## config.mk

```make
export PLATFORM = sky130hd
export DESIGN_NAME = wb_store_buffer_flat
export DESIGN_NICKNAME = d
export VERILOG_FILES = /design/src/rtl/core_pkg.sv /design/src/rtl/wb_store_buffer_if.sv /design/src/rtl/wb_sb_fifo.sv /design/src/rtl/wb_store_buffer.sv /design/src/flat_wrapper.sv
export SDC_FILE = /design/constraint.sdc
export NUM_CORES = 2
export LEC_CHECK = 0
export CORE_ASPECT_RATIO = 0.8
export CORE_MARGIN = 2
export CORE_UTILIZATION = 59
export CTS_CLUSTER_DIAMETER = 80
export DETAILED_ROUTE_END_ITERATION = 7
export HOLD_SLACK_MARGIN = 0.12
export PLACE_DENSITY = 0.91
export RECOVER_POWER = 100
export SLEW_MARGIN = 40
export SYNTH_ARGS = -nofsm -noshare
export SYNTH_HDL_FRONTEND = slang
export SYNTH_SLANG_ARGS = --single-unit
```

## constraint.sdc

```tcl
create_clock -name clk -period 6.39 [get_ports clk]
set_clock_uncertainty 0.05 [all_clocks]
set_input_delay 0.9585 -clock clk [delete_from_list [all_inputs] [get_ports clk]]
set_output_delay 0.9585 -clock clk [all_outputs]
set_load 0.005 [all_outputs]
```

## src/rtl/core_pkg.sv

```systemverilog
// Shared core definitions: cache request tag fields and the store-buffer drain states.
package core_pkg;

   localparam logic WRITE  = 1'b1;
   localparam logic MEMORY = 1'b1;
   localparam logic DATA   = 1'b1;

   typedef struct packed {
      logic       write;
      logic       memory;
      logic       data;
      logic [6:0] rsvd;
   } req_tag_t;

   localparam req_tag_t STORE_TAG = '{write: WRITE, memory: MEMORY, data: DATA, rsvd: 7'b0};

   typedef enum logic [1:0] {
      SB_IDLE = 2'd0,
      SB_REQ  = 2'd1,
      SB_WAIT = 2'd2
   } sb_state_t;

endpackage

```

## src/rtl/wb_store_buffer_if.sv

```systemverilog
// WriteBack push channel and D-cache request channel of the store buffer.
interface wb_store_buffer_if
   import core_pkg::*;
#(
   parameter int unsigned ADDR_W = 64,
   parameter int unsigned DATA_W = 64
) ();

   logic              push_valid;
   logic [ADDR_W-1:0] push_addr;
   logic [DATA_W-1:0] push_data;
   logic              push_ready;

   logic              reqcyc;
   logic [ADDR_W-1:0] req;
   logic [DATA_W-1:0] reqdata;
   req_tag_t          reqtag;
   logic              reqack;
   logic              writeack;

   // master is the store buffer; slave is WriteBack plus the cache
   modport master (
      input  push_valid, push_addr, push_data, reqack, writeack,
      output push_ready, reqcyc, req, reqdata, reqtag
   );

   modport slave (
      output push_valid, push_addr, push_data, reqack, writeack,
      input  push_ready, reqcyc, req, reqdata, reqtag
   );

endinterface

```

## src/rtl/wb_sb_fifo.sv

```systemverilog
// Circular store storage: allocate at tail, rewrite the youngest entry, pop at head,
// with every slot visible in parallel for forwarding.
module wb_sb_fifo #(
   parameter  int unsigned DEPTH  = 4,
   parameter  int unsigned ADDR_W = 64,
   parameter  int unsigned DATA_W = 64,
   localparam int unsigned PTR_W  = $clog2(DEPTH),
   localparam int unsigned CNT_W  = PTR_W + 1
) (
   input  logic                           clk,
   input  logic                           reset,
   input  logic                           alloc_en,
   input  logic                           coal_en,
   input  logic                           pop_en,
   input  logic [ADDR_W-1:0]              wr_addr,
   input  logic [DATA_W-1:0]              wr_data,
   output logic [PTR_W-1:0]               head,
   output logic [PTR_W-1:0]               tail,
   output logic [CNT_W-1:0]               count,
   output logic [DEPTH-1:0][ADDR_W-1:0]   ent_addr,
   output logic [DEPTH-1:0][DATA_W-1:0]   ent_data
);

   logic [PTR_W-1:0]             head_q, head_d;
   logic [PTR_W-1:0]             tail_q, tail_d;
   logic [CNT_W-1:0]             count_q, count_d;
   logic [DEPTH-1:0][ADDR_W-1:0] addr_q, addr_d;
   logic [DEPTH-1:0][DATA_W-1:0] data_q, data_d;
   logic [PTR_W-1:0]             last_idx;

   assign last_idx = tail_q - PTR_W'(1);

   always_comb begin
      head_d  = head_q;
      tail_d  = tail_q;
      addr_d  = addr_q;
      data_d  = data_q;
      if (alloc_en) begin
         addr_d[tail_q] = wr_addr;
         data_d[tail_q] = wr_data;
         tail_d         = tail_q + PTR_W'(1);
      end else if (coal_en) begin
         data_d[last_idx] = wr_data;
      end
      if (pop_en) begin
         head_d = head_q + PTR_W'(1);
      end
      count_d = count_q + CNT_W'(alloc_en) - CNT_W'(pop_en);
   end

   always_ff @(posedge clk) begin
      if (!reset) begin
         head_q  <= '0;
         tail_q  <= '0;
         count_q <= '0;
         addr_q  <= '0;
         data_q  <= '0;
      end else begin
         head_q  <= head_d;
         tail_q  <= tail_d;
         count_q <= count_d;
         addr_q  <= addr_d;
         data_q  <= data_d;
      end
   end

   assign head     = head_q;
   assign tail     = tail_q;
   assign count    = count_q;
   assign ent_addr = addr_q;
   assign ent_data = data_q;

endmodule

```

## src/rtl/wb_store_buffer.sv

```systemverilog
// Posted-write store buffer between WriteBack and the D-cache: in-order drain FSM,
// youngest-match load forwarding and optional coalescing into the youngest entry.
module wb_store_buffer
   import core_pkg::*;
#(
   parameter int unsigned DEPTH    = 4,
   parameter int unsigned ADDR_W   = 64,
   parameter int unsigned DATA_W   = 64,
   parameter int unsigned COALESCE = 1
) (
   input  logic                     clk,
   input  logic                     reset,
   wb_store_buffer_if.master        bus,
   input  logic [ADDR_W-1:0]        fwd_addr,
   output logic                     fwd_hit,
   output logic [DATA_W-1:0]        fwd_data,
   input  logic                     drain_all,
   output logic                     empty,
   output logic [$clog2(DEPTH):0]   count,
   output logic                     mem_inprogress
);

   localparam int unsigned PTR_W = $clog2(DEPTH);
   localparam int unsigned CNT_W = PTR_W + 1;

   logic [PTR_W-1:0]             head, tail, last_idx, fwd_idx;
   logic [CNT_W-1:0]             cnt;
   logic [DEPTH-1:0][ADDR_W-1:0] ent_addr;
   logic [DEPTH-1:0][DATA_W-1:0] ent_data;
   logic                         head_is_last, coalesce_ok, push_ok;
   logic                         push_fire, alloc_en, coal_en, pop_en;

   sb_state_t         state_q, state_d;
   logic              reqcyc_q, reqcyc_d;
   logic [ADDR_W-1:0] req_q, req_d;
   logic [DATA_W-1:0] reqdata_q, reqdata_d;
   req_tag_t          reqtag_q, reqtag_d;

   wb_sb_fifo #(
      .DEPTH  (DEPTH),
      .ADDR_W (ADDR_W),
      .DATA_W (DATA_W)
   ) u_fifo (
      .clk      (clk),
      .reset    (reset),
      .alloc_en (alloc_en),
      .coal_en  (coal_en),
      .pop_en   (pop_en),
      .wr_addr  (bus.push_addr),
      .wr_data  (bus.push_data),
      .head     (head),
      .tail     (tail),
      .count    (cnt),
      .ent_addr (ent_addr),
      .ent_data (ent_data)
   );

   // The in-flight head must not change under the cache, so it only coalesces while idle
   assign last_idx     = tail - PTR_W'(1);
   assign head_is_last = (last_idx == head);
   assign coalesce_ok  = (COALESCE != 0) && (cnt != '0) &&
                         (ent_addr[last_idx] == bus.push_addr) &&
                         !(head_is_last && (state_q != SB_IDLE));
   assign push_ok      = ((cnt < CNT_W'(DEPTH)) || coalesce_ok) && !drain_all;
   assign push_fire    = bus.push_valid && push_ok;
   assign alloc_en     = push_fire && !coalesce_ok;
   assign coal_en      = push_fire && coalesce_ok;

   always_comb begin
      state_d   = state_q;
      reqcyc_d  = reqcyc_q;
      req_d     = req_q;
      reqdata_d = reqdata_q;
      reqtag_d  = reqtag_q;
      pop_en    = 1'b0;
      case (state_q)
         SB_IDLE: begin
            if (cnt != '0) begin
               state_d   = SB_REQ;
               reqcyc_d  = 1'b1;
               req_d     = ent_addr[head];
               // a coalesce landing on the head this edge must go out with the request
               reqdata_d = (coal_en && head_is_last) ? bus.push_data : ent_data[head];
               reqtag_d  = STORE_TAG;
            end
         end
         SB_REQ: begin
            if (bus.reqack) begin
               reqcyc_d = 1'b0;
               if (bus.writeack) begin
                  pop_en  = 1'b1;
                  state_d = SB_IDLE;
               end else begin
                  state_d = SB_WAIT;
               end
            end
         end
         SB_WAIT: begin
            if (bus.writeack) begin
               pop_en  = 1'b1;
               state_d = SB_IDLE;
            end
         end
         default: state_d = SB_IDLE;
      endcase
   end

   always_ff @(posedge clk) begin
      if (!reset) begin
         state_q   <= SB_IDLE;
         reqcyc_q  <= 1'b0;
         req_q     <= '0;
         reqdata_q <= '0;
         reqtag_q  <= req_tag_t'('0);
      end else begin
         state_q   <= state_d;
         reqcyc_q  <= reqcyc_d;
         req_q     <= req_d;
         reqdata_q <= reqdata_d;
         reqtag_q  <= reqtag_d;
      end
   end

   // Walk oldest to youngest so the last match is the youngest
   always_comb begin
      fwd_hit  = 1'b0;
      fwd_data = '0;
      fwd_idx  = '0;
      for (int unsigned i = 0; i < DEPTH; i++) begin
         fwd_idx = head + PTR_W'(i);
         if ((CNT_W'(i) < cnt) && (ent_addr[fwd_idx] == fwd_addr)) begin
            fwd_hit  = 1'b1;
            fwd_data = ent_data[fwd_idx];
         end
      end
   end

   assign bus.push_ready = push_ok;
   assign bus.reqcyc     = reqcyc_q;
   assign bus.req        = req_q;
   assign bus.reqdata    = reqdata_q;
   assign bus.reqtag     = reqtag_q;
   assign count          = cnt;
   assign empty          = (cnt == '0) && (state_q == SB_IDLE);
   assign mem_inprogress = !empty;

endmodule

```

## src/flat_wrapper.sv

```systemverilog
// flat-port wrapper written by rule: the top's interface ports become plain ports
module wb_store_buffer_flat import core_pkg::*;
#(
   parameter int unsigned DEPTH    = 4,
   parameter int unsigned ADDR_W   = 64,
   parameter int unsigned DATA_W   = 64,
   parameter int unsigned COALESCE = 1
)
  (clk, reset, fwd_addr, fwd_hit, fwd_data, drain_all, empty, count, mem_inprogress, bus_push_valid, bus_push_addr, bus_push_data, bus_reqack, bus_writeack, bus_push_ready, bus_reqcyc, bus_req, bus_reqdata, bus_reqtag);
  wb_store_buffer_if #(.ADDR_W(ADDR_W), .DATA_W(DATA_W)) bus_i ();
  input  logic clk;
  input  logic reset;
  input  logic [ADDR_W-1:0] fwd_addr;
  output logic fwd_hit;
  output logic [DATA_W-1:0] fwd_data;
  input  logic drain_all;
  output logic empty;
  output logic [$clog2(DEPTH):0] count;
  output logic mem_inprogress;
  input wire logic [$bits(bus_i.push_valid)-1:0] bus_push_valid;
  input wire logic [$bits(bus_i.push_addr)-1:0] bus_push_addr;
  input wire logic [$bits(bus_i.push_data)-1:0] bus_push_data;
  input wire logic [$bits(bus_i.reqack)-1:0] bus_reqack;
  input wire logic [$bits(bus_i.writeack)-1:0] bus_writeack;
  output wire logic [$bits(bus_i.push_ready)-1:0] bus_push_ready;
  output wire logic [$bits(bus_i.reqcyc)-1:0] bus_reqcyc;
  output wire logic [$bits(bus_i.req)-1:0] bus_req;
  output wire logic [$bits(bus_i.reqdata)-1:0] bus_reqdata;
  output wire logic [$bits(bus_i.reqtag)-1:0] bus_reqtag;
  assign bus_i.push_valid = bus_push_valid;
  assign bus_i.push_addr = bus_push_addr;
  assign bus_i.push_data = bus_push_data;
  assign bus_i.reqack = bus_reqack;
  assign bus_i.writeack = bus_writeack;
  assign bus_push_ready = bus_i.push_ready;
  assign bus_reqcyc = bus_i.reqcyc;
  assign bus_req = bus_i.req;
  assign bus_reqdata = bus_i.reqdata;
  assign bus_reqtag = bus_i.reqtag;
  wb_store_buffer #(.DEPTH(DEPTH), .ADDR_W(ADDR_W), .DATA_W(DATA_W), .COALESCE(COALESCE)) u_core (.clk(clk), .reset(reset), .bus(bus_i), .fwd_addr(fwd_addr), .fwd_hit(fwd_hit), .fwd_data(fwd_data), .drain_all(drain_all), .empty(empty), .count(count), .mem_inprogress(mem_inprogress));
endmodule
```

==> impl_metrics.tcl <==
set metrics [dict create \
    synth_top_area_cell "dfxtp_1" \
    pwr-share-comb_pct 27.6 \
    register_area_um2 13000 \
    layout-drive-gt1-share_pct 14.4 \
    synth_compound_area_share_pct 13.2 \
    multi_input_area_um2 29600 \
    crit_chain "buf_12 -> buf_4 -> mux4_2 -> xor2_1 -> nor4_1 -> nand4_1 -> nor4_1 -> buf_4 -> a21boi_4 -> buf_12 -> a21bo_2 -> o211a_1 -> clkdlybuf4s50_1" \
    synth_cell_types 73 \
    cts_tree "yes" \
    grt_pass1_wl_mm 266 \
    synth_xor_area_share_pct 4.75 \
    clk_latency_ns 0.65 \
    drc 1 \
    holdCritPathClass "reg -> reg" \
    max-cap-violations 5 \
    synth_most_common_cell "nand2_1" \
    grt_max_degree 212 \
    yosys.area_share.simple_pct 14.4 \
    crit_fanout 35 \
    wl_mm 184 \
    violations "design-rule violations, max-capacitance violations, max-slew violations, negative setup slack" \
    dpl_cell_area_um2 50700 \
    yosysWarnings 0 \
    synth_top_family_by_area "multiplexers" \
    timing.hold.ws_ns 0.411 \
    crit_type "reg -> out" \
    ys_async_sr_fraction_pct 0 \
    power.total_mw 12.3 \
    antenna_found_initial 21 \
    rows 90 \
    stdcell_area_um2 52800 \
    drtIter0Drc 6340 \
    fin_setup_tns_ns -0.253 \
    finish.net_count 5468 \
    crit_arrival_ns 5.43 \
    core-area_um2 75400 \
    die_h_um 251 \
    power_density_nw_per_um2 233 \
    p_int_mw 8.14 \
    p_seq_share_pct 38.0 \
    gp_congestion 1.17 \
    dieArea_um2 78400 \
    start_util_pct 59.6 \
    synth-seq-area-share_pct 29.0 \
    hpwlAfterDp_mm 135 \
    clk_pin_slew_ns 0.07 \
    grt_overflow 0 \
    clock-root-buffer "clkbuf_16" \
    setup_slack_ns -0.0451 \
    finalCritPeriodShare_pct 101 \
    die_w_um 313 \
    crit_path_start_kind "flop" \
    h-tree-depth 3 \
    utilization_pct 70.0 \
    hold_violations 0 \
    rsz0062_at_grt "false" \
    dp.cells 6176 \
    period_minus_slack_ns 6.44 \
    areaGrowthSynthToFinish_pct 17.4 \
    avgViaCountPerCell 6.77 \
    outcome "complete, but fails checks" \
    ys_top_cells_by_area "dfxtp_1 29%, mux2i_1 19%, mux4_2 9.5%" \
    ant_nets 0 \
    netlist_top_cells_count "883 x nand2_1, 853 x mux2i_1, 651 x dfxtp_1, 256 x clkbuf_1, 234 x o21ai_0" \
    p_sw_mw 4.18 \
    grt_pass1_vias 40300 \
    synth_top_area_share_pct 29.0 \
    ioPinCount 408 \
    synth_edf_count 0 \
    vias 42900 \
    io_buffers 400 \
    cts_buffers 73 \
    post_drt_wl_per_cell_um 29.0 \
    vdd_drop_max_uv 335 \
    dr.pass1.iters 8 \
    synth-main-ff-cell "dfxtp_1" \
    required_ns 5.38 \
    p_sw_share_pct 33.9 \
    synth_cells 4988 \
    setup_viol 17 \
    relSlewSlack_pct -148 \
    fillerInstances 5496 \
    final_cells 6338 \
    tightest_slew_ns 3.71 \
    max_freq_mhz 155 \
    track_usage_pct 45.1 \
    clkPwrFrac_pct 34.4 \
    synthAdderAreaFrac_pct 0.406 \
    ys_seq_elements 651 \
    cts.sinks 651 \
    clockBufferDepth 3 \
    syn_avg_cell_area_um2 9.01 \
    syn-cell-area_um2 45000 \
    synth_mux_area_share_pct 32.6 \
    critical-path-slowest-cell "nor4_1" \
    crit_path_end_kind "output port" \
    p_leak_nw 20.5 \
    holdBufCountCts 0 \
    slew_viol_final 408 \
    place_ws_ns 0.399 \
    critical-path-max-stage-delay_ns 0.71 \
]
layer usage:
layer	vias to the layer above	global-route usage [%]	routed length, um
met5	-	1.90	307
met4	16	21.8	10500
met3	658	18.9	27100
met2	3195	63.2	74800
met1	20800	59.5	71200
li1	18300	-	-
cells by family (layout without fill, tap and decap cells):
kind of cell,after synthesis,in the layout
other,1,21
adder cells (fa/ha/maj),14,14
AND/OR/NAND/NOR,1444,1444
flip-flops,651,651
XOR/XNOR,244,244
multiplexers,1206,1206
AO/OA/AOI/OAI,866,866
buffers and inverters,562,880
power groups by stage:
stage	registers, mW	clock network, mW	logic [mW]
after floorplan	4.72	0	1.74
after global placement	4.74	0	3.28
after detailed placement	4.76	0	3.34
after CTS	4.68	4.22	3.40
after global routing	4.71	4.36	3.54
final	4.68	4.23	3.41
layout by cell type (no fill, tap or decap), types with 13 or more instances in the layout:
cell,synthesis,routed
o2bb2ai_1,17,17
o21ai_0,234,234
xor2_1,84,84
a21bo_2,63,63
nand4_1,36,36
dlygate4sd3_1,0,137
mux2i_1,853,845
o211a_1,64,64
buf_4,55,147
o2111ai_1,17,17
o22ai_1,27,27
clkbuf_1,256,45
nor2_1,116,116
mux4_2,190,190
dfxtp_1,651,648
mux2_1,13,15
nor2b_1,209,208
clkdlybuf4s50_1,0,262
xnor2_1,160,157
diode_2,0,14
buf_12,0,33
o211ai_1,71,71
clkinv_2,0,18
mux2_2,150,148
a21boi_0,109,117
clkbuf_16,0,74
nor4_1,35,33
a211oi_1,13,13
nor3_1,16,16
inv_1,108,108
clkbuf_2,0,18
nand3_1,91,91
nand2_1,883,882
a21oi_1,158,153
cell type report:
cell class	count	share of cell area, %
Multi-Input combinational cell	3781	56.0
Clock buffer	104	3.93
Sequential cell	651	24.7
Antenna cell	14	0.0663
Timing Repair Buffer	639	11.7
Inverter	110	0.796
Tap cell	1012	2.40
Clock inverter	27	0.460
path summary, 6_finish.rpt:
kind                                       startpoint                           to  slack (ns)  depth (start not counted)
worst max-delay path            u_core.u_fifo.head[1]                 fwd_data[10]       -0.05                         13
worst min-delay path               u_core.bus.req[13]           u_core.bus.req[13]        0.41                          2
worst max register to register  u_core.u_fifo.tail[1]  u_core.u_fifo.ent_addr[192]        0.06                         15
worst min register to register     u_core.bus.req[13]           u_core.bus.req[13]        0.41                          2
state kept, by name, indices dropped and copies added (netlist names):
register	flops
u_core.bus.reqdata	64
u_core.u_fifo.count	3
u_core.u_fifo.head	2
u_core.u_fifo.ent_data	256
u_core.bus.req	64
u_core.u_fifo.ent_addr	256
u_core.u_fifo.tail	2
u_core.bus.reqcyc	1
u_core.state_q	2
u_core.bus.reqtag	1
worst max-delay path: cells and delay by family (launching register included):
family / cells / cell delay (ns)
buffers and inverters: 5 / 1.46
and+or+nand+nor: 3 / 1.45
DFF: 1 / 0.53
muxes: 1 / 0.52
AOI/OAI and AO/OA: 3 / 0.51
xor gates and xnor gates: 1 / 0.23
timing repair:
action,4_1_cts,5_1_grt
setup buffers,9,7
resized for setup,2,6
endpoints found under the setup margin,64,65
(Power assumes the default switching activity.)
